==> config.mk <==
export PLATFORM = sky130hd
export DESIGN_NAME = mem_port_arbiter_flat
export DESIGN_NICKNAME = d
export VERILOG_FILES = /design/src/rtl/cpu_pkg.sv /design/src/rtl/mem_port_arbiter_if.sv /design/src/rtl/mem_port_arbiter.sv /design/src/flat_wrapper.sv
export SDC_FILE = /design/constraint.sdc
export NUM_CORES = 1
export LEC_CHECK = 0
export CORE_ASPECT_RATIO = 2
export CORE_UTILIZATION = 40
export CTS_CLUSTER_DIAMETER = 40
export DETAILED_ROUTE_END_ITERATION = 8
export DONT_BUFFER_PORTS = 1
export SKIP_CTS_REPAIR_TIMING = 1
export SLEW_MARGIN = 5
export SYNTH_ARGS = -nofsm -noshare
export SYNTH_HDL_FRONTEND = slang
export SYNTH_SLANG_ARGS = --single-unit
==> constraint.sdc <==
create_clock -name clk_i -period 1.71 [get_ports clk_i]
set_input_delay 0.4275 -clock clk_i [delete_from_list [all_inputs] [get_ports clk_i]]
set_output_delay 0.4275 -clock clk_i [all_outputs]
set_load 0.01 [all_outputs]
==> src/rtl/cpu_pkg.sv <==
// Shared CPU types for the unified memory port arbiter.
// Holds FSM/owner encodings and default timing constants.
package cpu_pkg;

  typedef enum logic [1:0] {
    IDLE,
    ISSUE,
    WAIT,
    RESP
  } arb_state_t;

  typedef enum logic {
    OWN_IF,
    OWN_DM
  } owner_t;

  localparam int MEM_LAT_DEF    = 2;
  localparam int STARVE_MAX_DEF = 4;
  localparam int CNT_W          = 4;

endpackage

==> src/rtl/mem_port_arbiter_if.sv <==
// Fetch, data and memory-macro signals of the shared memory port.
// slave is the arbiter view, master the requester/memory view.
interface mem_port_arbiter_if #(
  parameter int ADDR_W = 32,
  parameter int DATA_W = 32
);

  logic              if_req_i;
  logic [ADDR_W-1:0] if_addr_i;
  logic              if_ack_o;
  logic [DATA_W-1:0] if_data_o;

  logic              dm_req_i;
  logic              dm_we_i;
  logic [ADDR_W-1:0] dm_addr_i;
  logic [DATA_W-1:0] dm_wdata_i;
  logic              dm_ack_o;
  logic [DATA_W-1:0] dm_rdata_o;

  logic              mem_en_o;
  logic              mem_we_o;
  logic [ADDR_W-1:0] mem_addr_o;
  logic [DATA_W-1:0] mem_wdata_o;
  logic [DATA_W-1:0] mem_rdata_i;

  logic              stall_if_o;
  logic              stall_mem_o;

  modport slave (
    input  if_req_i, if_addr_i,
    input  dm_req_i, dm_we_i, dm_addr_i, dm_wdata_i,
    input  mem_rdata_i,
    output if_ack_o, if_data_o,
    output dm_ack_o, dm_rdata_o,
    output mem_en_o, mem_we_o, mem_addr_o, mem_wdata_o,
    output stall_if_o, stall_mem_o
  );

  modport master (
    output if_req_i, if_addr_i,
    output dm_req_i, dm_we_i, dm_addr_i, dm_wdata_i,
    output mem_rdata_i,
    input  if_ack_o, if_data_o,
    input  dm_ack_o, dm_rdata_o,
    input  mem_en_o, mem_we_o, mem_addr_o, mem_wdata_o,
    input  stall_if_o, stall_mem_o
  );

endinterface

==> src/rtl/mem_port_arbiter.sv <==
// Shares one memory macro between the IF and MEM stages.
// Data wins arbitration unless fetch has waited STARVE_MAX grants.
module mem_port_arbiter
  import cpu_pkg::*;
#(
  parameter int ADDR_W     = 32,
  parameter int DATA_W     = 32,
  parameter int MEM_LAT    = MEM_LAT_DEF,
  parameter int STARVE_MAX = STARVE_MAX_DEF
) (
  input  logic               clk_i,
  input  logic               rst_i,
  mem_port_arbiter_if.slave  bus
);

  localparam logic [CNT_W-1:0] LAT  = CNT_W'(MEM_LAT);
  localparam logic [CNT_W-1:0] SMAX = CNT_W'(STARVE_MAX);

  arb_state_t        state_q;
  arb_state_t        state_nxt;
  owner_t            owner_q;
  logic [ADDR_W-1:0] addr_q;
  logic              we_q;
  logic [DATA_W-1:0] wdata_q;
  logic [CNT_W-1:0]  cnt_q;
  logic [CNT_W-1:0]  streak_q;
  logic [DATA_W-1:0] if_data_q;
  logic [DATA_W-1:0] dm_rdata_q;
  logic              grant;
  logic              grant_if;

  always_comb begin
    state_nxt = state_q;
    grant     = 1'b0;
    grant_if  = 1'b0;
    unique case (state_q)
      IDLE: begin
        if (bus.if_req_i | bus.dm_req_i) begin
          state_nxt = ISSUE;
          grant     = 1'b1;
          grant_if  = bus.if_req_i &
                      (~bus.dm_req_i | (streak_q == SMAX));
        end
      end
      ISSUE: state_nxt = WAIT;
      WAIT: begin
        if (cnt_q == 4'd1) state_nxt = RESP;
      end
      RESP:    state_nxt = IDLE;
      default: state_nxt = IDLE;
    endcase
  end

  always_ff @(posedge clk_i or negedge rst_i) begin
    if (!rst_i) begin
      state_q    <= IDLE;
      owner_q    <= OWN_IF;
      addr_q     <= '0;
      we_q       <= 1'b0;
      wdata_q    <= '0;
      cnt_q      <= '0;
      streak_q   <= '0;
      if_data_q  <= '0;
      dm_rdata_q <= '0;
    end else begin
      state_q <= state_nxt;
      if (grant) begin
        owner_q <= grant_if ? OWN_IF : OWN_DM;
        addr_q  <= grant_if ? bus.if_addr_i : bus.dm_addr_i;
        we_q    <= ~grant_if & bus.dm_we_i;
        wdata_q <= grant_if ? '0 : bus.dm_wdata_i;
        // streak counts data grants that made a fetch wait
        if (grant_if || !bus.if_req_i) begin
          streak_q <= '0;
        end else if (streak_q != SMAX) begin
          streak_q <= streak_q + 4'd1;
        end
      end
      if (state_q == ISSUE) begin
        cnt_q <= LAT;
      end else if (state_q == WAIT) begin
        cnt_q <= cnt_q - 4'd1;
        if (cnt_q == 4'd1 && !we_q) begin
          if (owner_q == OWN_IF) if_data_q  <= bus.mem_rdata_i;
          else                   dm_rdata_q <= bus.mem_rdata_i;
        end
      end
    end
  end

  assign bus.mem_en_o    = (state_q == ISSUE);
  assign bus.mem_we_o    = (state_q == ISSUE) & we_q;
  assign bus.mem_addr_o  = (state_q == ISSUE) ? addr_q : '0;
  assign bus.mem_wdata_o = (state_q == ISSUE) ? wdata_q : '0;

  assign bus.if_ack_o   = (state_q == RESP) & (owner_q == OWN_IF);
  assign bus.dm_ack_o   = (state_q == RESP) & (owner_q == OWN_DM);
  assign bus.if_data_o  = if_data_q;
  assign bus.dm_rdata_o = dm_rdata_q;

  assign bus.stall_if_o  = bus.if_req_i & ~bus.if_ack_o;
  assign bus.stall_mem_o = bus.dm_req_i & ~bus.dm_ack_o;

endmodule

==> src/flat_wrapper.sv <==
// flat-port wrapper written by rule: the top's interface ports become plain ports
module mem_port_arbiter_flat import cpu_pkg::*;
#(
  parameter int ADDR_W     = 32,
  parameter int DATA_W     = 32,
  parameter int MEM_LAT    = MEM_LAT_DEF,
  parameter int STARVE_MAX = STARVE_MAX_DEF
)
  (clk_i, rst_i, bus_if_req_i, bus_if_addr_i, bus_dm_req_i, bus_dm_we_i, bus_dm_addr_i, bus_dm_wdata_i, bus_mem_rdata_i, bus_if_ack_o, bus_if_data_o, bus_dm_ack_o, bus_dm_rdata_o, bus_mem_en_o, bus_mem_we_o, bus_mem_addr_o, bus_mem_wdata_o, bus_stall_if_o, bus_stall_mem_o);
  mem_port_arbiter_if #(.ADDR_W(ADDR_W), .DATA_W(DATA_W)) bus_i ();
  input  logic clk_i;
  input  logic rst_i;
  input wire logic [$bits(bus_i.if_req_i)-1:0] bus_if_req_i;
  input wire logic [$bits(bus_i.if_addr_i)-1:0] bus_if_addr_i;
  input wire logic [$bits(bus_i.dm_req_i)-1:0] bus_dm_req_i;
  input wire logic [$bits(bus_i.dm_we_i)-1:0] bus_dm_we_i;
  input wire logic [$bits(bus_i.dm_addr_i)-1:0] bus_dm_addr_i;
  input wire logic [$bits(bus_i.dm_wdata_i)-1:0] bus_dm_wdata_i;
  input wire logic [$bits(bus_i.mem_rdata_i)-1:0] bus_mem_rdata_i;
  output wire logic [$bits(bus_i.if_ack_o)-1:0] bus_if_ack_o;
  output wire logic [$bits(bus_i.if_data_o)-1:0] bus_if_data_o;
  output wire logic [$bits(bus_i.dm_ack_o)-1:0] bus_dm_ack_o;
  output wire logic [$bits(bus_i.dm_rdata_o)-1:0] bus_dm_rdata_o;
  output wire logic [$bits(bus_i.mem_en_o)-1:0] bus_mem_en_o;
  output wire logic [$bits(bus_i.mem_we_o)-1:0] bus_mem_we_o;
  output wire logic [$bits(bus_i.mem_addr_o)-1:0] bus_mem_addr_o;
  output wire logic [$bits(bus_i.mem_wdata_o)-1:0] bus_mem_wdata_o;
  output wire logic [$bits(bus_i.stall_if_o)-1:0] bus_stall_if_o;
  output wire logic [$bits(bus_i.stall_mem_o)-1:0] bus_stall_mem_o;
  assign bus_i.if_req_i = bus_if_req_i;
  assign bus_i.if_addr_i = bus_if_addr_i;
  assign bus_i.dm_req_i = bus_dm_req_i;
  assign bus_i.dm_we_i = bus_dm_we_i;
  assign bus_i.dm_addr_i = bus_dm_addr_i;
  assign bus_i.dm_wdata_i = bus_dm_wdata_i;
  assign bus_i.mem_rdata_i = bus_mem_rdata_i;
  assign bus_if_ack_o = bus_i.if_ack_o;
  assign bus_if_data_o = bus_i.if_data_o;
  assign bus_dm_ack_o = bus_i.dm_ack_o;
  assign bus_dm_rdata_o = bus_i.dm_rdata_o;
  assign bus_mem_en_o = bus_i.mem_en_o;
  assign bus_mem_we_o = bus_i.mem_we_o;
  assign bus_mem_addr_o = bus_i.mem_addr_o;
  assign bus_mem_wdata_o = bus_i.mem_wdata_o;
  assign bus_stall_if_o = bus_i.stall_if_o;
  assign bus_stall_mem_o = bus_i.stall_mem_o;
  mem_port_arbiter #(.ADDR_W(ADDR_W), .DATA_W(DATA_W), .MEM_LAT(MEM_LAT), .STARVE_MAX(STARVE_MAX)) u_core (.clk_i(clk_i), .rst_i(rst_i), .bus(bus_i));
endmodule
---- After elaboration in Yosys (flattened, before gate mapping) ----
Index checks and enable logic that the tools add are counted.
Widths: inputs -> output; s select.
cells by class
  $lt $le $gt $ge ......................... 0
  div/mod/pow operators ................... 0
  multiplexer cells ....................... 16
  multiply operators ...................... 0
  add/subtract/negate cells ............... 2
  eq/ne operators ......................... 8
  bitwise gates (word level) .............. 15
  shifts and indexed selects .............. 0
  reductions and logical operators ........ 11
operator list
  kind                 count
  $mux 32              4
  $mux 4               4
  $pmux 2 s4           1
  $reduce_and 4->1     2
  $and 1x1->1          7
  $not 1->1            6
  $mux 1               5
  $add 4x1->4 const B  1
  $eq 2x2->1 const B   2
  $eq 4x1->1 const B   1
  $eq 4x3->1 const B   1
  $mux 2               2
  $ne 4x3->1 const B   1
  $reduce_and 2->1     2
  $reduce_bool 2->1    2
  $sub 4x1->4 const B  1
  $eq 2x1->1 const B   1
  $logic_not 1->1      2
  $logic_not 2->1      1
  $ne 2x1->1 const B   1
  $ne 2x2->1 const B   1
  $or 1x1->1           2
  $logic_and 1x1->1    1
  $logic_or 1x1->1     1
word-level totals
  latch bits .............................. 0
  memories kept ........................... 0
  output and inout bits ................... 134
  bits in read-only memories .............. 0
  flip-flop bits (word level) ............. 140
  RAM bits ................................ 0
  word-level logic and storage cells ...... 61

---- Logic depth before layout (Yosys ltp) ----
Gate-level depths: netlist of the first run.
  depth in word-level cells ............... 8
  mapped depth ............................ 7
  gate-level depth less buffers ........... 5

---- Worst setup path after synthesis of the first run ----
Ideal clock, no wire load.
  path type ............................... flip-flop to output port
  start point ............................. register u_core.state_q[1]
  end point ............................... output port bus_mem_addr_o[10]
  stages on the path, launching flop included .. 6
  buffers on the path ..................... 2
  data required time ...................... 1.282 ns
  slack ................................... -0.099 ns
  data arrival time ....................... 1.381 ns
  cells stage by stage .................... dfrtp_1 > inv_1 > ha_1 > clkbuf_1 > clkbuf_1 > and2_1
between the ends
  cells in the longest elaborated chain, start to end .. 2
ends and longest elaborated chain
  what                    line                    RTL
  from (decl)             mem_port_arbiter.sv:19  arb_state_t state_q;
  from (signal assigned)  mem_port_arbiter.sv:66  state_q <= state_nxt;
  $eq 2x1->1              n/a
  net bus_mem_en_o        flat_wrapper.sv:24      output wire logic [$bits(bus_i.mem_en_o)-1:0] bus_mem_en_o;
  $mux 32                 mem_port_arbiter.sv:93  assign bus.mem_addr_o = (state_q == ISSUE) ? addr_q : '0;
  to (decl)               flat_wrapper.sv:26      output wire logic [$bits(bus_i.mem_addr_o)-1:0] bus_mem_addr_o;
The timed path passes the listed nets, and every way through them passes these cells.

---- Final worst setup path of the first run ----
  start point ............................. register u_core.state_q[0]
  end point ............................... register u_core.if_data_q[3], in the netlist u_core.bus.if_data_o[3]
between the ends
  cells in the longest elaborated chain, start to end .. 3
  elaborated cells on any way between the ends .. 4
  classes of those cells .................. eq/ne (2); bitwise (1); reduce/logical (1)
ends and longest elaborated chain
  what                                 line                    RTL
  $eq 2x1->1                           mem_port_arbiter.sv:79  if (state_q == ISSUE) begin
  $not 1->1 (no source line)           n/a
  $reduce_and 4->1 (no source line) *  n/a
  to (signal assigned)                 mem_port_arbiter.sv:84  if (owner_q == OWN_IF) if_data_q <= bus.mem_rdata_i;
  to (decl)                            mem_port_arbiter.sv:27  logic [DATA_W-1:0] if_data_q;
Mark *: on every way between the ends. The rest lies on a longest branch, timed or not.
A chain may end at the register's enable or synchronous reset.

==> results.txt, run 1 <==
----------------------------------------------------
[STA]
  Final Hold Violating Endpoints ... 140
  Max Clock Freq ... 499 MHz
  Clock skew ... 0.00996 ns
  Final Cycle Share ... 1.17
  Setup repair after global routing missed its margin ... yes
  Post-route worst hold slack ... -0.288 ns
  Max-Slew Margin vs Limit ... 0.756
  Setup slack of the critical path after layout ... -0.294 ns
  Endpoints failing setup ... 134
  Actual slew at the worst max-slew pin ... 0.366 ns
  Period minus WS final ... 2.00 ns
  Setup TNS ... -29.31 ns
  Final Max Slew Viols ... 0

[Synthesis]
  Mean cell area of the mapped netlist ... 11.8 sq um
  Proportion of synthesized flip-flops having asynchronous set or reset ... 1.00
  Yosys warns ... 0
  Top cells by count, synth ... dfrtp_1, and2_1, o2111ai_1, nand2_1, a22o_1
  Syn nets ... 687
  Number of enable flip-flop cells after synthesis ... 0
  Top post-synthesis cells by area ... dfrtp_1, o2111ai_1, and2_1
  Sequential area share after synthesis ... 0.543
  Area share of the largest cell type after synthesis ... 0.543
  Cell taking the most area after synthesis ... dfrtp_1
  Count of state elements after synthesis ... 140
  Dominant register cell in the synthesized netlist ... dfrtp_1
  Netlist Area Pre-Place ... 6450 sq um
  Post-Synthesis Cells ... 546
  Synth unique cells ... 39
  Top-count cell post-synth ... dfrtp_1

[Routing]
  Detailed Route Iter0 Violations ... 193
  Avg WL per Cell ... 23.8 um
  Final routed wirelength across all metal layers ... 18.2 mm
  Final antenna-violating net count ... 0
  Total DRC errors in the routed layout ... 0
  Vias ... 4565
  Pre-antenna DRT Iters ... 5
  Routed vias/inst ... 5.98

[Setup path]
  Largest driver fanout on the critical path ... 15
  Critical Path Sink Type ... flop
  Critical Path AT ... 2.29 ns
  Number of buffer and inverter stages on the critical path ... 3
  Beginning of the critical path ... u_core.state_q[0]
  Most frequent CP cell ... buf_4
  Data required, critical path ... 2.00 ns
  RR Startpoint ... u_core.state_q[0]
  Startpoint class of the critical path ... flop
  Crit-path leading delay family ... buffers and inverters
  Cell type of the slowest stage on the worst timing path ... dfrtp_1
  Worst reg2reg path endpoint ... u_core.bus.if_data_o[3]
  Reg2reg path depth ... 7
  Type of the worst setup path ... reg -> reg
  R2R setup slack ... -0.29 ns
  Critical path, cell by cell ... buf_4, ha_4, buf_4, nor2_4, and4b_4, buf_12, mux2_1
  Stage delay of the slowest cell on the critical path ... 0.39 ns

[Floorplanning]
  Die area ... 16700 sq um
  Number of core rows ... 65
  Area inside the core boundary ... 15800 sq um
  Number of top-level design ports ... 267
  Die X-Extent ... 91.8 um
  Vert. Die Dim ... 182 um
  Effective utilization at floorplan ... 0.409

[Run]
  Max-cap violation count ... 0

[Outcome]
  Status ... finished with violations
  Failing checks ... hold timing, setup timing

[Pwr]
  Pleak ... 3.48 nW
  Power consumption ... 15.1 mW
  Total power per unit cell area ... 1930 nW/um^2
  Maximum resistive drop on vdd ... 810 uV

[Final layout]
  Proportion of layout cells with a drive suffix above 1 ... 0.311
  FF/Latch Area ... 3500 sq um
  Final #Nets ... 690
  Area used by multi-input combinational logic ... 2920 sq um
  Synthesis-to-layout area growth ... 21.0%
  Cell area after layout ... 7810 sq um
  Antenna fix cells ... 0
  Fill count ... 1418

[Clock tree]
  Number of buffers added by the clock tree synthesis step ... 17
  CTS tree ... yes
  Clock buffer depth ... 2
  Clock tree root buffer cell ... clkbuf_16
  Deepest level of the CTS H-tree ... 4
  Clock slew at reported path FFs ... 0.05 ns
  Clock latency of the later-clocked register in the worst-skew pair ... 0.41 ns
  Clk sink count ... 140

[Placement]
  Post-place instance area ... 6740 sq um
  HPWL after DPL ... 11.3 mm
  IO Port Bufs ... 0
  Final weighted congestion in routability-driven placement ... 0.874

[Global routing]
  Number of global-route vias before repair ... 4832
  Maximum number of pins on one net before global-route repair ... 141
  Number of antenna violations at the first check in global routing ... 0
  Wire length of the first global-routing pass ... 25.6 mm
  Combined global-route utilization of all metal layers ... 0.199
  Residual overflow from global routing ... 0

[Min path]
  Tightest Hold Check Type ... in -> async

----------------------------------------------------
## cell type report
type | count | area share
Clock buffer | 21 | 0.0577
Clock inverter | 11 | 0.0184
Inverter | 12 | 0.00577
Multi-Input combinational cell | 341 | 0.374
Sequential cell | 140 | 0.448
Tap cell | 201 | 0.0322
Timing Repair Buffer | 37 | 0.0637
## metal layers
metal,vias to the layer above,part of all wire,track usage
met5,-,0,0
met3,42,0.052,0.0477
met2,220,0.56,0.355
met4,0,0.041,0.126
met1,2285,0.35,0.205
li1,2018,-,-
## power by group
group,internal [mW],switching (mW)
combinational,2.61,2.48
clock,2.33,1.38
sequential,4.85,1.40
## worst max-delay path by stage
| stage | end | slack [ns] | cells after the start |
|---|---|---|---|
| 5_1_grt | u_core.bus.if_data_o[3] | -0.36 | 7 |
| 4_1_cts | bus_mem_wdata_o[25] | -0.44 | 4 |
| 6_report | u_core.bus.if_data_o[3] | -0.29 | 7 |
| 2_1_floorplan | u_core.bus.if_data_o[21] | 0.01 | 7 |
| 3_3_place_gp | u_core.bus.if_data_o[25] | 0.02 | 6 |
| 3_5_place_dp | u_core.bus.if_data_o[28] | -0.03 | 6 |
## state kept, by name, indices dropped and copies added, names as in the netlist
signal and cells:
u_core.addr_q 32, u_core.bus.dm_rdata_o 32, u_core.bus.if_data_o 32, u_core.cnt_q 4, u_core.owner_q 1, u_core.state_q 2
u_core.streak_q 4, u_core.wdata_q 32, u_core.we_q 1
## per-stage QoR
step                 util  instances  setup WS (ns)
finish              0.495        763         -0.294
global route        0.495        763         -0.359
CTS                 0.465        751         -0.437
detailed placement  0.427        719        -0.0333
global placement    0.427        719         0.0195
floorplan               -        546        0.00965
## placed cells by master, fill, tap and decap left out, types with 2 or more instances in the layout
cell / Yosys / layout
a22o_1: 35 / 35
inv_2: 0 / 2
dfrtp_1: 140 / 140
ha_2: 0 / 2
mux2_2: 32 / 30
and2_1: 66 / 27
nand3_1: 33 / 33
and2_4: 0 / 39
clkbuf_1: 34 / 3
mux2_1: 34 / 10
ha_1: 8 / 5
buf_6: 1 / 4
clkbuf_16: 0 / 23
buf_12: 0 / 8
nor3_1: 2 / 2
nor2_1: 5 / 4
mux2_4: 0 / 26
inv_1: 10 / 8
clkinv_4: 0 / 3
nand3b_1: 2 / 2
o2111ai_1: 64 / 64
buf_4: 1 / 19
clkinv_2: 0 / 4
nand2_1: 36 / 36
bufinv_16: 0 / 3
clkinv_1: 2 / 2
o21ai_0: 4 / 4
## cell families after synthesis
group	synth area share
AOI/OAI and AO/OA	0.149
buffers and inverters	0.0452
DFF	0.543
adders and majority gates	0.0155
muxes	0.117
and+or+nand+nor	0.130
## worst register-to-register path: stages (launching register included)
cell and delay, ns:
dfrtp_1 0.39, buf_4 0.15, ha_4 0.21, buf_4 0.15
nor2_4 0.11, and4b_4 0.35, buf_12 0.19, mux2_1 0.34
No activity file was read; power rests on OpenSTA's default activity.
==> run 2: changes to the inputs <==
--- a/config.mk
+++ b/config.mk
@@ -5,11 +5,14 @@
 export SDC_FILE = /design/constraint.sdc
 export NUM_CORES = 1
 export LEC_CHECK = 0
+export CELL_PAD_IN_SITES_DETAIL_PLACEMENT = 1
+export CELL_PAD_IN_SITES_GLOBAL_PLACEMENT = 1
 export CORE_ASPECT_RATIO = 2
 export CORE_UTILIZATION = 40
 export CTS_CLUSTER_DIAMETER = 40
 export DETAILED_ROUTE_END_ITERATION = 8
 export DONT_BUFFER_PORTS = 1
+export PLACE_DENSITY_LB_ADDON = 0.1
 export SKIP_CTS_REPAIR_TIMING = 1
 export SLEW_MARGIN = 5
 export SYNTH_ARGS = -nofsm -noshare
==> results.txt, run 2 (synthesis results as in run 1) <==
----------------------------------------------------
[Clock tree]
  Clk sink count ... 140 (unchanged)
  Clock buffer depth ... 2 (unchanged)
  Number of buffers added by the clock tree synthesis step ... 17 (unchanged)
  Deepest level of the CTS H-tree ... 4 (unchanged)
  Clock slew at reported path FFs ... 0.06 ns (about the same)
  Clock latency of the later-clocked register in the worst-skew pair ... 0.42 ns (about the same)
  Clock tree root buffer cell ... clkbuf_16
  CTS tree ... yes

[Routing]
  Avg WL per Cell ... 26.8 um (+13%)
  Detailed Route Iter0 Violations ... 136 (-30%)
  Vias ... 4784 (+4.8%)
  Routed wl met3 ... 1.30 mm (+39%)
  Routed vias/inst ... 6.19 (+3.4%)
  Final routed wirelength across all metal layers ... 20.7 mm (+14%)
  Total DRC errors in the routed layout ... 0 (unchanged)
  Met2 routed wirelength ... 11.9 mm (+17%)
  M1 wire length ... 6.92 mm (+9.0%)
  Final antenna-violating net count ... 0 (unchanged)
  Pre-antenna DRT Iters ... 5 (unchanged)
  Top Metal Used ... met4

[Setup path]
  Startpoint class of the critical path ... flop
  Data required, critical path ... 1.28 ns (-0.72 ns)
  Stage delay of the slowest cell on the critical path ... 0.40 ns (about the same)
  Cell type of the slowest stage on the worst timing path ... dfrtp_1
  Largest driver fanout on the critical path ... 9 (-6)
  Crit-path leading delay family ... flip-flops
  Type of the worst setup path ... reg -> out
  R2R setup slack ... -0.22 ns (+0.07 ns)
  Critical Path Sink Type ... output pin
  Critical path, cell by cell ... inv_2, ha_4, buf_8, clkbuf_16, and2_4
  Number of buffer and inverter stages on the critical path ... 3 (unchanged)
  Critical Path AT ... 1.54 ns (-0.75 ns)

[Pwr]
  Maximum resistive drop on vdd ... 879 uV (+8.6%)
  Sw frac ... 0.354 (+0.00501)
  Share of total power in sequential cells ... 0.396 (-0.019)
  Logic gate share of total power ... 0.360 (+0.022)
  Net Switching ... 5.60 mW (+6.4%)
  Total power per unit cell area ... 1970 nW/um^2 (+2.4%)
  Power consumption ... 15.8 mW (+4.9%)
  Int Power ... 10.2 mW (+4.1%)
  Part of the power in the clock network ... 0.244 (-0.002)
  Pleak ... 3.58 nW (+3.1%)

[STA]
  Setup slack of the critical path after layout ... -0.260 ns (+0.0331 ns)
  Final Hold Violating Endpoints ... 140 (unchanged)
  Setup repair after global routing missed its margin ... yes
  Clock skew ... 0.00589 ns (-0.00407 ns)
  Period minus WS final ... 1.97 ns (-0.0331 ns)
  Max Clock Freq ... 507 MHz (+1.7%)
  Post-route worst hold slack ... -0.298 ns (-0.0100 ns)
  Final Max Slew Viols ... 0 (unchanged)
  Endpoints failing setup ... 135 (+0.75%)
  Final Cycle Share ... 1.15 (-0.0193)
  Setup TNS ... -24.57 ns (+4.74 ns)
  Max-Slew Margin vs Limit ... 0.808 (+0.0514)
  Actual slew at the worst max-slew pin ... 0.289 ns (-0.0771 ns)

[Global routing]
  Wire length of the first global-routing pass ... 28.0 mm (+9.6%)
  Residual overflow from global routing ... 0 (unchanged)
  Combined global-route utilization of all metal layers ... 0.220 (+0.0212)
  Maximum number of pins on one net before global-route repair ... 141 (unchanged)
  Number of antenna violations at the first check in global routing ... 0 (unchanged)
  Number of global-route vias before repair ... 5073 (+5.0%)

[Floorplanning]
  Effective utilization at floorplan ... 0.409 (unchanged)
  Number of core rows ... 65 (unchanged)
  Vert. Die Dim ... 182 um (unchanged)
  Die X-Extent ... 91.8 um (unchanged)
  Number of top-level design ports ... 267 (unchanged)
  Area inside the core boundary ... 15800 sq um (unchanged)
  Die area ... 16700 sq um (unchanged)

[Final layout]
  Antenna fix cells ... 0 (unchanged)
  Highest-count cells in the layout ignoring fill and taps ... dfrtp_1, and2_4, o2111ai_1, nand2_1, a22o_1
  Proportion of layout cells with a drive suffix above 1 ... 0.357 (+0.0453)
  Most common cell after layout, fill and taps aside ... dfrtp_1
  Synthesis-to-layout area growth ... 24.0%
  Cell area after layout ... 8010 sq um (+2.5%)
  Final #Nets ... 701 (+1.6%)
  Final core area utilization ... 0.507 (+0.0122)

[Min path]
  Tightest Hold Check Type ... in -> async

[Run]
  Max-cap violation count ... 0 (unchanged)

[Placement]
  Post-place instance area ... 6790 sq um (+0.72%)
  Final weighted congestion in routability-driven placement ... 0.760 (-13%)
  HPWL after DPL ... 12.0 mm (+6.2%)
  Post-Place Setup Slack ... -0.0616 ns (-0.0283 ns)
  IO Port Bufs ... 0 (unchanged)

[Outcome]
  Failing checks ... hold timing, setup timing
  Status ... finished with violations

----------------------------------------------------
-- run 2: path summary, 6_finish.rpt --
kind,to,startpoint,cells after the start
min in group clk_i,u_core.wdata_q[30],bus_dm_wdata_i[30],1
worst max-delay path,bus_mem_addr_o[28],u_core.state_q[1],5
worst min-delay path,u_core.bus.dm_rdata_o[2],rst_i,0
max in group asynchronous,u_core.bus.dm_rdata_o[13],rst_i,0
worst max register to register,u_core.bus.if_data_o[1],u_core.state_q[0],6
worst min register to register,u_core.addr_q[10],u_core.addr_q[10],2
-- run 2: final cells by class --
class | instances | area [sq um]
fillers | 1574 | 7770
flip-flops and latches | 140 | 3500
multi-input cells | 341 | 2940
repair buffers | 48 | 646
clock buffers | 21 | 480
well taps | 201 | 251
clock inverters | 10 | 138
inverters | 12 | 45.0
-- run 2: worst register-to-register path, stage by stage, from the launching register on --
cell	delay, ns
dfrtp_2	0.44
ha_4	0.19
buf_6	0.14
nor2_2	0.12
and4b_2	0.35
buf_12	0.21
mux2_2	0.35
-- run 2: power by group through the flow --
stage,combinational [mW],clock [mW],sequential [mW]
2_1_floorplan,3.22,0,5.87
3_3_place_gp,4.21,0,6.15
3_5_place_dp,4.40,0,6.22
4_1_cts,4.44,3.95,6.17
5_1_grt,6.15,4.06,6.46
6_report,5.68,3.85,6.26
-- run 2: routing by layer --
metal	vias to the layer above	global-route usage
met5	-	0
met4	0	0.109
met3	40	0.0620
met2	238	0.403
met1	2468	0.224
li1	2038	-
-- run 2: per-stage QoR --
step / std cells / hold WS [ns]
after floorplan: 546 / 0.132
after global placement: 724 / 0.134
after detailed placement: 724 / 0.135
after CTS: 755 / -0.319
after global routing: 773 / -0.319
final: 773 / -0.298
==> variant 1 (flow settings as in run 1) <==
`ADDR_W` is set to 32 in 3 places; all go to 24.
--- a/src/rtl/mem_port_arbiter_if.sv
+++ b/src/rtl/mem_port_arbiter_if.sv
@@ -1,7 +1,7 @@
 // Fetch, data and memory-macro signals of the shared memory port.
 // slave is the arbiter view, master the requester/memory view.
 interface mem_port_arbiter_if #(
-  parameter int ADDR_W = 32,
+  parameter int ADDR_W = 24,
   parameter int DATA_W = 32
 );
 
--- a/src/rtl/mem_port_arbiter.sv
+++ b/src/rtl/mem_port_arbiter.sv
@@ -3,7 +3,7 @@
 module mem_port_arbiter
   import cpu_pkg::*;
 #(
-  parameter int ADDR_W     = 32,
+  parameter int ADDR_W     = 24,
   parameter int DATA_W     = 32,
   parameter int MEM_LAT    = MEM_LAT_DEF,
   parameter int STARVE_MAX = STARVE_MAX_DEF
--- a/src/flat_wrapper.sv
+++ b/src/flat_wrapper.sv
@@ -1,7 +1,7 @@
 // flat-port wrapper written by rule: the top's interface ports become plain ports
 module mem_port_arbiter_flat import cpu_pkg::*;
 #(
-  parameter int ADDR_W     = 32,
+  parameter int ADDR_W     = 24,
   parameter int DATA_W     = 32,
   parameter int MEM_LAT    = MEM_LAT_DEF,
   parameter int STARVE_MAX = STARVE_MAX_DEF
Ports: changed (resized bus_dm_addr_i, bus_if_addr_i and bus_mem_addr_o); port bits go from 267 to 243. The function was not compared with the original's and may differ.
==> variant 1 against run 1 <==
The run still ends with hold timing, setup timing left. Sequential cell count fell by 8. Register-to-register slack improved by 180 ps. Total power fell by 3.5%. Synthesized area fell by 5.9%. Design area fell by 6.6%. Worst hold slack got worse by 6.5 ps. Final cell count fell by 8.0%. Combinational power fell by 12%. Wire length fell by 14%. Setup slack improved by 66 ps. Highest routed layer unchanged.
==> variant 1: results (changes against run 1) <==
* Fillers at 1,344 (was 1,418)
* Fin crit share at 1.133 (was 1.172)
* Register-to-Register Path Depth at 6 (was 7)
* Reg2reg end: u_core.bus.dm_rdata_o[0]$_DFFE_PN0P_ (was u_core.bus.if_data_o[3]$_DFFE_PN0P_)
* Netlist cell types at 37 (was 39)
* WHS at -294.6 ps (was -288.0 ps)
* Final WS setup at -228.1 ps (was -293.6 ps)
* Outcome: finished, violations left (unchanged)
* WL met1 at 5.556 mm (was 6.348 mm)
* Setup Skew at 6.718 ps (was 9.956 ps)
* Via density at 5.826 (was 5.983)
* First-pass GRT wire length at 22.11 mm (was 25.59 mm)
* GPL Wtd Cong at 0.8680 (was 0.8743)
* Synth area leaders: dfrtp_1 (54%), mux2_4 (7.4%), o2111ai_1 (6.9%) (was dfrtp_1 (54%), o2111ai_1 (8.7%), and2_1 (6.4%))
* Routed length on met3 at 1.089 mm (was 938 µm)
* Met2 routed WL at 8.605 mm (was 10.12 mm)
* Via count of the first global-routing pass at 4,236 (was 4,832)
* Synth cell count leaders: dfrtp_1 (132), and2_1 (58), o2111ai_1 (48) (was dfrtp_1 (140), and2_1 (66), o2111ai_1 (64))
* Register area share after synthesis at 0.5438 (was 0.5427)
* Initial DRC count at 202 (was 193)
* Final Hold Fails at 132 (was 140)
* Final setup fails at 126 (was 134)
* Post-detail-place hpwl at 10.18 mm (was 11.34 mm)
* Failing checks: hold timing, setup timing (unchanged)
* Mapped Nets at 612 (was 687)
* Mapped Cells at 487 (was 546)
* Crit Path Max Fanout at 3 (was 15)
[variant 1: cell types whose count changed after synthesis, sizes merged, moves of 8 or more]
cell	delta
and2	-8
nand2	-8
nand3	-8
o2111ai	-16
dfrtp	-8
clkbuf	-9
[variant 1: power breakdown]
group | internal [mW] | leakage, nW | switching, mW
sequential | 4.57 | 1.65 | 1.35
combinational | 2.38 | 1.31 | 2.13
clock | 2.71 | 0.320 | 1.38
total | 9.67 | 3.28 | 4.86
[variant 1: metal layers]
| metal | vias up | global-route usage |
|---|---|---|
| li1 | 1792 | - |
| met1 | 2063 | 0.2015 |
| met2 | 206 | 0.3247 |
| met3 | 29 | 0.05891 |
| met4 | 0 | 0.09127 |
| met5 | - | 0 |
[variant 1: cells by family (layout without fill, tap and decap cells)]
logic type | after synthesis | after routing | synth area share
AND/OR/NAND/NOR | 129 | 129 | 0.1180
buffers and inverters | 54 | 74 | 0.04222
AO/OA/AOI/OAI | 96 | 96 | 0.1353
multiplexers | 68 | 68 | 0.1442
adder cells (fa/ha/maj) | 8 | 8 | 0.01648
flip-flops | 132 | 132 | 0.5438
[variant 1: worst max-delay path by stage]
stage | start | to | cells past startpoint
final | u_core.state_q[1]$_DFFE_PN0P_ | bus_stall_mem_o | 5
after global placement | u_core.cnt_q[1]$_DFFE_PN0P_ | u_core.bus.if_data_o[0]$_DFFE_PN0P_ | 6
after detailed placement | u_core.state_q[0]$_DFFE_PN0P_ | u_core.bus.if_data_o[0]$_DFFE_PN0P_ | 5
after global routing | u_core.state_q[1]$_DFFE_PN0P_ | bus_mem_wdata_o[25] | 4
after CTS | u_core.state_q[1]$_DFFE_PN0P_ | bus_mem_addr_o[18] | 4
after floorplan | u_core.state_q[1]$_DFFE_PN0P_ | u_core.bus.if_data_o[10]$_DFFE_PN0P_ | 7
[variant 1: final cells by class]
cell class | count | area [µm²] | area share
Clock inverter | 11 | 196.4 | 0.02692
Timing Repair Buffer | 31 | 389.1 | 0.05332
Clock buffer | 21 | 470.5 | 0.06446
Multi-Input combinational cell | 301 | 2654 | 0.3636
Tap cell | 195 | 244.0 | 0.03343
Inverter | 11 | 41.29 | 0.005657
Sequential cell | 132 | 3303 | 0.4526
[variant 1: worst max-delay path: cells and delay by family, from the launching register on]
kind                       cells  cell delay (ps)
and+or+nand+nor                2              270
DFF                            1              380
adders and majority gates      1              190
buffers and inverters          2              270
[variant 1: through the flow]
step | cell area [µm²] | hold WS (ps) | utilization
2_1_floorplan | 6077 | 131.9 | -
3_3_place_gp | 6399 | 134.2 | 0.4318
5_1_grt | 7298 | -324.2 | 0.4925
4_1_cts | 7066 | -318.9 | 0.4768
6_report | 7298 | -294.6 | 0.4925
3_5_place_dp | 6399 | 134.7 | 0.4318
==> variant 2 (settings of run 1) <==
Without the edit above. Encoding of `arb_state_t`: now one-hot (4 bits for 4 states).
--- a/src/rtl/cpu_pkg.sv
+++ b/src/rtl/cpu_pkg.sv
@@ -2,11 +2,11 @@
 // Holds FSM/owner encodings and default timing constants.
 package cpu_pkg;
 
-  typedef enum logic [1:0] {
-    IDLE,
-    ISSUE,
-    WAIT,
-    RESP
+  typedef enum logic [3:0] {
+    IDLE  = 4'b0001,
+    ISSUE = 4'b0010,
+    WAIT  = 4'b0100,
+    RESP  = 4'b1000
   } arb_state_t;
 
   typedef enum logic {
Formal check against the unedited RTL: no difference found for any inputs over 10 cycles, from zero or initial values and one cycle with rst_i low; not proved beyond that.
==> variant 2 against run 1 <==
The flow still finishes with violations (hold timing, setup timing). Design area increased by 1.5%. Wire length down 10%. Clock power grew 7.3%. First-iteration DRC count fell by 36%. Sequential cell count rose by 2. Setup slack got worse by 240 ps. Total power decreased by 6.7%. Synthesized cell count increased by 10%. Global-route usage is 2.2 points lower. Count of clock-buffer cells in the layout stayed put. Clock skew shrank 2.0 ps. Synthesized area down 0.17%. Maximum frequency is 11% lower. Critical path depth fell by 2. Largest cell class unchanged.
==> variant 2: results (changes against run 1) <==
* Fillers at 1,433 (was 1,418)
* WHS at -287.4 ps (was -288.0 ps)
* Final WS setup at -530.4 ps (was -293.6 ps)
* Leakage at 3.776 nW (was 3.476 nW)
* Outcome: finished, violations left (unchanged)
* WL/cell at 19.33 µm (was 23.79 µm)
* Final setup fails at 202 (was 134)
* Power Internal at 9.283 mW (was 9.794 mW)
* Met2 Use GR at 0.3218 (was 0.3546)
* Setup Skew at 7.987 ps (was 9.956 ps)
* Synth area leaders: dfrtp_1 (55%), mux2_4 (7.7%), and2_1 (6.4%) (was dfrtp_1 (54%), o2111ai_1 (8.7%), and2_1 (6.4%))
* Slew @ Worst Pin at 428.7 ps (was 365.7 ps)
* Setup TNS at -61,830 ps (was -29,310 ps)
* Post-detail-place hpwl at 10.55 mm (was 11.34 mm)
* Largest net degree at the start of global routing at 143 (was 141)
* Failing checks: hold timing, setup timing (unchanged)
* Mapped Nets at 739 (was 687)
* Met1 global-route usage at 0.1852 (was 0.2047)
* CP startpoint: u_core.state_q[3]$_DFFE_PN0P_ (was u_core.state_q[0]$_DFFE_PN0P_)
* Via count of the first global-routing pass at 4,590 (was 4,832)
* Final Hold Fails at 142 (was 140)
* Initial DRC count at 123 (was 193)
* First-pass GRT wire length at 23.03 mm (was 25.59 mm)
* Share of cells above drive strength 1 at 0.3469 (was 0.3114)
* Syn_area_per_cell at 10.70 µm² (was 11.82 µm²)
variant 2: routing by layer:
layer  wire (µm)  up-vias
li1            -     2041
met1        5963     2186
met2        8784      199
met3         989       32
met4         522        0
met5           0        -
variant 2: how the worst min path moves through the flow:
stage	start	end	depth (start not counted)
2_1_floorplan	rst_i	u_core.addr_q[0]$_DFFE_PN0P_	0
3_3_place_gp	rst_i	u_core.bus.if_data_o[7]$_DFFE_PN0P_	0
3_5_place_dp	rst_i	u_core.bus.if_data_o[7]$_DFFE_PN0P_	0
4_1_cts	rst_i	u_core.addr_q[15]$_DFFE_PN0P_	0
5_1_grt	rst_i	u_core.addr_q[26]$_DFFE_PN0P_	0
6_report	rst_i	u_core.addr_q[26]$_DFFE_PN0P_	0
variant 2: cell families after synthesis:
family / count (synthesis) / synth area share
DFF: 142 / 0.5517
muxes: 64 / 0.1311
adders and majority gates: 4 / 0.007767
buffers and inverters: 49 / 0.04194
AOI/OAI and AO/OA: 76 / 0.06486
and+or+nand+nor: 264 / 0.1986
xor gates and xnor gates: 3 / 0.004078
variant 2: worst max-delay path: stages, from the launching register on:
cell and delay [ps]:
dfrtp_1 390, buf_6 140, nor4b_4 340, buf_6 200
buf_12 160, and2_4 170
variant 2: through the flow:
stage,total power [mW],util,instance area [µm²]
6_report,14.04,0.5028,7933
5_1_grt,14.88,0.5028,7933
4_1_cts,13.62,0.4728,7460
3_5_place_dp,9.564,0.4322,6819
3_3_place_gp,9.357,0.4322,6819
2_1_floorplan,8.180,-,6450
variant 2: final cells by class:
| type | instances | area (µm²) | area share |
|---|---|---|---|
| Clock inverter | 10 | 160.2 | 0.02019 |
| Timing Repair Buffer | 47 | 605.6 | 0.07634 |
| Clock buffer | 21 | 480.5 | 0.06057 |
| Inverter | 9 | 33.78 | 0.004259 |
| Sequential cell | 142 | 3555 | 0.4481 |
| Tap cell | 201 | 251.5 | 0.03170 |
| Multi-Input combinational cell | 411 | 2846 | 0.3588 |
variant 2: power groups by stage:
stage | sequential, mW | combinational (mW) | clock, mW
6_report | 5.48 | 4.58 | 3.98
5_1_grt | 5.60 | 5.05 | 4.22
4_1_cts | 5.39 | 4.13 | 4.09
3_5_place_dp | 5.44 | 4.12 | 0
3_3_place_gp | 5.39 | 3.97 | 0
2_1_floorplan | 5.23 | 2.95 | 0
